File: src/rtl/sfifo_wr_arbiter.sv
// Round-robin packet write arbiter sharing one sfifo write port among NREQ producers.
// A grant is held for a whole packet; each beat is tagged with the source id.
module sfifo_wr_arbiter #(
    parameter int NREQ   = 4,
    parameter int DWIDTH = 64,
    parameter int CNTW   = 16
) (
    input  logic                            clk,
    input  logic                            rst_n,
    input  logic [NREQ-1:0]                 req_valid,
    input  logic [NREQ-1:0]                 req_last,
    input  logic [NREQ*DWIDTH-1:0]          req_data,
    output logic [NREQ-1:0]                 req_ready,
    output logic [DWIDTH+$clog2(NREQ)-1:0]  fifo_din,
    output logic                            fifo_wr_en,
    input  logic                            fifo_full,
    input  logic                            fifo_afull,
    output logic                            busy,
    output logic [$clog2(NREQ)-1:0]         grant_id,
    output logic [CNTW-1:0]                 pkt_count
);
    localparam int             IDW     = $clog2(NREQ);
    localparam logic [IDW:0]   NREQ_W  = (IDW+1)'(NREQ);
    localparam logic [IDW-1:0] LAST_ID = IDW'(NREQ-1);

    typedef enum logic {IDLE, LOCKED} state_t;

    state_t          state_reg, state_next;
    logic [IDW-1:0]  rr_ptr_reg, rr_ptr_next;
    logic [IDW-1:0]  grant_id_reg, grant_id_next;
    logic [CNTW-1:0] pkt_count_reg, pkt_count_next;

    logic [DWIDTH-1:0] data_arr [NREQ];
    logic [2*NREQ-1:0] req_rot;
    logic [IDW-1:0]    off_chain [NREQ+1];
    logic [IDW:0]      win_sum;
    logic [IDW-1:0]    win_id;
    logic              arb_en;
    logic              locked;
    logic              gnt_valid;
    logic              gnt_last;
    logic              xfer;

    for (genvar gi = 0; gi < NREQ; gi++) begin : g_unpack
        assign data_arr[gi] = req_data[gi*DWIDTH +: DWIDTH];
    end

    // Rotate requests so bit 0 is the rr_ptr requester; lowest set bit wins.
    assign req_rot = {req_valid, req_valid} >> rr_ptr_reg;

    assign off_chain[NREQ] = '0;
    for (genvar gi = 0; gi < NREQ; gi++) begin : g_prio
        assign off_chain[gi] = req_rot[gi] ? IDW'(gi) : off_chain[gi+1];
    end

    assign win_sum = {1'b0, rr_ptr_reg} + {1'b0, off_chain[0]};
    assign win_id  = (win_sum >= NREQ_W) ? IDW'(win_sum - NREQ_W) : win_sum[IDW-1:0];

    assign arb_en    = (|req_valid) && !fifo_afull && !fifo_full;
    assign locked    = (state_reg == LOCKED);
    assign gnt_valid = req_valid[grant_id_reg];
    assign gnt_last  = req_last[grant_id_reg];
    assign xfer      = locked && gnt_valid && !fifo_full;

    for (genvar gi = 0; gi < NREQ; gi++) begin : g_ready
        assign req_ready[gi] = locked && (grant_id_reg == IDW'(gi)) && !fifo_full;
    end

    assign fifo_wr_en = xfer;
    assign fifo_din   = {grant_id_reg, data_arr[grant_id_reg]};
    assign busy       = locked;
    assign grant_id   = grant_id_reg;
    assign pkt_count  = pkt_count_reg;

    always_comb begin
        state_next     = state_reg;
        rr_ptr_next    = rr_ptr_reg;
        grant_id_next  = grant_id_reg;
        pkt_count_next = pkt_count_reg;
        case (state_reg)
            IDLE: begin
                if (arb_en) begin
                    grant_id_next = win_id;
                    state_next    = LOCKED;
                end
            end
            LOCKED: begin
                // Last winner drops to lowest priority on packet completion.
                if (xfer && gnt_last) begin
                    state_next     = IDLE;
                    rr_ptr_next    = (grant_id_reg == LAST_ID) ? '0 : grant_id_reg + IDW'(1);
                    pkt_count_next = pkt_count_reg + CNTW'(1);
                end
            end
            default: state_next = IDLE;
        endcase
    end

    always_ff @(posedge clk) begin
        if (!rst_n) begin
            state_reg     <= IDLE;
            rr_ptr_reg    <= '0;
            grant_id_reg  <= '0;
            pkt_count_reg <= '0;
        end else begin
            state_reg     <= state_next;
            rr_ptr_reg    <= rr_ptr_next;
            grant_id_reg  <= grant_id_next;
            pkt_count_reg <= pkt_count_next;
        end
    end

endmodule

File: config.mk
export PLATFORM = sky130hd
export DESIGN_NAME = sfifo_wr_arbiter
export DESIGN_NICKNAME = d
export VERILOG_FILES = /design/src/rtl/sfifo_wr_arbiter.sv
export SDC_FILE = /design/constraint.sdc
export NUM_CORES = 1
export LEC_CHECK = 0
export ABC_AREA = 1
export CAP_MARGIN = 20
export CORE_AREA = 2 2 140 142
export DETAILED_ROUTE_END_ITERATION = 6
export DIE_AREA = 0 0 142 144
export GPL_TIMING_DRIVEN = 0
export PLACE_DENSITY = 0.58
export SLEW_MARGIN = 20
export SYNTH_ARGS = -nofsm -noshare
export SYNTH_HDL_FRONTEND = slang
export SYNTH_SLANG_ARGS = --single-unit
File: constraint.sdc
create_clock -name clk -period 1.95 [get_ports clk]
set_input_delay 0.39 -clock clk [delete_from_list [all_inputs] [get_ports clk]]
set_output_delay 0.39 -clock clk [all_outputs]
set_load 0.02 [all_outputs]
# ---- Word level (Yosys, flattened, before mapping)
# Index checks and enable logic that the tools add are counted.
dict set report op_classes {
  add_sub_neg 4
  reduce_logical 19
  shifts 1
  bitwise 2
  eq_ne 3
  mux 16
  magnitude_cmp 3
}
# cell n
set op_table {}
lappend op_table {{$bmux W64 S2} 1}
lappend op_table {{$mux W64} 2}
lappend op_table {{$add A16 B1 Y16 const B} 1}
lappend op_table {{$logic_and A1 B1 Y1} 13}
lappend op_table {{$mux W2} 6}
lappend op_table {{$shr A8 B2 Y4} 1}
lappend op_table {{$ge A3 B3 Y1 const B} 2}
lappend op_table {{$bmux W1 S2} 2}
lappend op_table {{$eq A2 B2 Y1 const B} 2}
lappend op_table {{$mux W1} 4}
lappend op_table {{$reduce_and A2 Y1} 2}
lappend op_table {{$reduce_or A4 Y1} 1}
lappend op_table {{$add A2 B2 Y3} 1}
lappend op_table {{$lt A2 B3 Y1 const B} 1}
lappend op_table {{$not A2 Y3} 1}
lappend op_table {{$add A2 B1 Y2 const B} 1}
lappend op_table {{$eq A2 B1 Y1 const B} 1}
lappend op_table {{$logic_not A1 Y1} 2}
lappend op_table {{$logic_not A2 Y1} 1}
lappend op_table {{$pmux W1 S2} 1}
lappend op_table {{$sub A2 B1 Y2 const B} 1}
lappend op_table {{$not A1 Y1} 1}
dict set report word_totals {
  reg_bits 21
  output_inout_bits 90
  inputBits 268
}

# ---- Longest topological paths before layout
dict set report depth {
  depth_word 8
  depth_mapped 12
  depth_no_buf 12
}

# ---- Worst setup path after synthesis
# No wires, ideal clock.
dict set report synth_timing {
  path_kind {register -> output}
  startpoint {register grant_id_reg[0] (netlist: grant_id[0])}
  endpoint {output fifo_din[53]}
  path_slack_ps -34
  arrival_ps 1594
  required_ps 1560
  stages_incl_launch_ff 7
  cell_sequence {dfxtp_1 buf_6 buf_2 buf_2 buf_2 nor2_1 o22ai_1}
}
dict set report synth_between {
  elab_chain_len 4
}
# element line_no
set synth_rtl {}
lappend synth_rtl {{from (decl)} 30} ;# logic [IDW-1:0] grant_id_reg, grant_id_next;
lappend synth_rtl {{from (signal assigned)} 108} ;# grant_id_reg <= grant_id_next;
lappend synth_rtl {{$not A2 Y3 (implied by the code)} 70} ;# assign fifo_din = {grant_id_reg, data_arr[grant_id_reg]};
lappend synth_rtl {{$bmux W64 S2} 70}
lappend synth_rtl {{$mux W64 (implied by the code) (2 in a row)} 70}
lappend synth_rtl {{to (decl)} 14} ;# output logic [DWIDTH+$clog2(NREQ)-1:0] fifo_din,
# No other way between the ends. The select of a mux whose other input is x is not followed.

# ---- Worst setup path after layout
dict set report layout_timing {
  startpoint {register grant_id_reg[0] (netlist: grant_id[0])}
  endpoint {output fifo_din[47]}
}
# Same word-level chain as after synthesis.

==> results.json <==
{
  "yosys.area.top_type_share_pct": 20.5,
  "synth.area.top_cells": "o21ai_0, nor2_1, dfxtp_1",
  "ant_nets": 0,
  "syn_nets": 874,
  "max_cap_viol_count": 0,
  "drive_above_1_share_pct": 31.0,
  "fmax_mhz": 500,
  "mappedNetlistArea_um2": 3190,
  "hold_viol": 0,
  "skew_ns": 0.00398,
  "final_nets": 1270,
  "cts_tree": "built",
  "drt_pass1_iterations": 4,
  "clock_latency_ns": 0.26,
  "cpMostUsedCell": "buf_12",
  "grt_pass1_wl_mm": 34.8,
  "slowest_stage": "dfxtp_4",
  "start_util_pct": 16.7,
  "via_per_inst": 4.75,
  "yosysTopAreaCell": "o21ai_0",
  "grt_max_degree": 12,
  "critPathKind": "reg2out",
  "netlist_instances": 600,
  "cts_max_level": 1,
  "ys_warn_count": 0,
  "cts_buffers": 3,
  "endpoint_kind": "primary output",
  "die_w_um": 142,
  "irDropWorstVdd_mv": 0.231,
  "vias": 5870,
  "slowest_delay_ns": 0.36,
  "p_per_area_nw_per_um2": 377,
  "synth_edf_count": 0,
  "remaining_drc_errors": 0,
  "yosys_most_used_dff": "dfxtp_1",
  "tightestPinTransition_ns": 0.594,
  "rows": 51,
  "critPathMaxFanout": 10,
  "cts_buffer_depth": 2,
  "die_height_um": 144,
  "synth.ff_latch_count": 21,
  "fin_crit_sh_pct": 103,
  "setup_ws_ns": -0.0506,
  "async_reset_ff_share_pct": 0,
  "post-route-util_pct": 46.8,
  "clkTransAtPathRegs_ns": 0.06,
  "crit_chain": "buf_12, buf_12, buf_16, buf_8, nor2_1, o22ai_2, buf_6",
  "synth_cell_types": 29,
  "fp.coreArea_um2": 19100,
  "antenna_found_initial": 3,
  "drt_iter0_markers": 228,
  "hp-class": "reg2reg",
  "cts-root-buf": "clkbuf_16",
  "ys_seq_area_share_pct": 13.2,
  "leakagePower_nw": 3.45,
  "overflow": 0,
  "rsz0062_at_grt": "true",
  "gp_congestion": 0.912,
  "crit_arrival_ns": 1.61,
  "syn_avg_cell_area_um2": 5.32,
  "dp_hpwl_mm": 17.8,
  "whs_path_depth": 2,
  "die_area_um2": 20400,
  "slew_headroom_pct": 60.4,
  "grt_pass1_vias": 5839,
  "cts.sinks": 21,
  "whs_ns": 0.516,
  "ff2ff_path_depth": 10,
  "wl_per_cell_um": 19.4,
  "numPortBuffers": 357,
  "failed_checks": "negative setup slack",
  "final_max_slew_viol_count": 0,
  "status": "complete, but fails checks",
  "required_ns": 1.56,
  "synthToLayoutAreaGrowth_pct": 180,
  "finalSetupViolations": 23,
  "start_kind": "flop",
  "io_pins": 358,
  "largest_reg_flops": 16,
  "period_minus_slack_ns": 2.00,
  "grt.total_usage_pct": 22.1,
  "drt_wl_total_mm": 24.0,
  "nFillCells": 1887
}
## metrics by stage
| stage | setup WS (ns) | setup TNS (ns) | std cells | total power, mW | area (um^2) |
|---|---|---|---|---|---|
| after floorplan | 0.0162 | 0 | 600 | 1.20 | 3260 |
| after global placement | -1.06 | -54.97 | 1195 | 2.34 | 7130 |
| after detailed placement | -1.06 | -55.45 | 1195 | 2.33 | 7130 |
| after CTS | -0.118 | -2.29 | 1234 | 3.20 | 8480 |
| after global routing | -0.0978 | -3.58 | 1235 | 3.53 | 8920 |
| final | -0.0506 | -0.391 | 1236 | 3.36 | 8920 |
## power by group
| part | leakage, nW | switching, mW | internal [mW] | total (mW) |
|---|---|---|---|---|
| registers | 0.171 | 0.0108 | 0.434 | 0.445 |
| logic | 3.24 | 1.12 | 1.35 | 2.48 |
| clock network | 0.0382 | 0.161 | 0.279 | 0.440 |
## routing by layer
metal / part of all wire, % / global-route usage, %
met1: 41 / 27.4
met2: 49 / 38.1
met3: 6.7 / 5.20
met4: 2.6 / 6.84
met5: 0 / 0
## cells by family after synthesis
logic type,count (synthesis),synth area share (%)
AND/OR/NAND/NOR,272,34.3
AO/OA/AOI/OAI,221,37.7
flip-flops,21,13.2
buffers and inverters,70,9.72
XOR/XNOR,10,2.74
adder cells (fa/ha/maj),6,2.35
## cells in the mapped netlist (6+ instances only)
library cell,instances
buf_2,14
dfxtp_1,21
inv_1,17
nand2_1,85
nand3_1,16
a21oi_1,17
ha_1,6
clkbuf_1,30
o21ai_0,131
o22ai_1,64
nor2_1,157
## repair_timing
action,CTS,global route
buffers inserted,15,7
cloned,20,0
pin swaps,30,50
setup endpoints to repair,72,69
hold buffers,0,0
resized for setup,640,167
## critical path: cells and delay by family, from the launching register on
family	cells	cell delay [ns]
AND/OR/NAND/NOR	1	0.16
AO/OA/AOI/OAI	1	0.10
flip-flops	1	0.36
buffers and inverters	5	0.71
## cells in the final DEF (no fill, tap or decap), types with 19 or more instances in the layout
cell type	count
nand2_1	84
o22ai_2	29
clkdlybuf4s50_1	286
nor2_1	100
nor2_2	27
o21ai_2	41
o21ai_1	43
o22ai_1	34
buf_4	56
dfxtp_1	19
buf_6	38
o21ai_0	43
nor2_4	31
## cell type report
class / instances / area [um^2] / share of cell area [%]
timing repair buffer: 394 / 4120 / 46.2
clock buffer: 4 / 78.8 / 0.883
multi-input combinational: 509 / 3230 / 36.2
buffer: 45 / 654 / 7.33
timing repair inverter: 1 / 8.76 / 0.0981
tap: 238 / 298 / 3.34
inverter: 21 / 91.3 / 1.02
antenna: 3 / 7.51 / 0.0841
sequential: 21 / 428 / 4.79
## final timing paths
check | start | end | slack [ns]
max reg2reg | grant_id[0] | pkt_count[7] | 0.15
max | grant_id[0] | fifo_din[47] | -0.05
min | pkt_count[15] | pkt_count[15] | 0.52
min reg2reg | pkt_count[15] | pkt_count[15] | 0.52
Note: power is estimated with default switching activity, not from simulation.
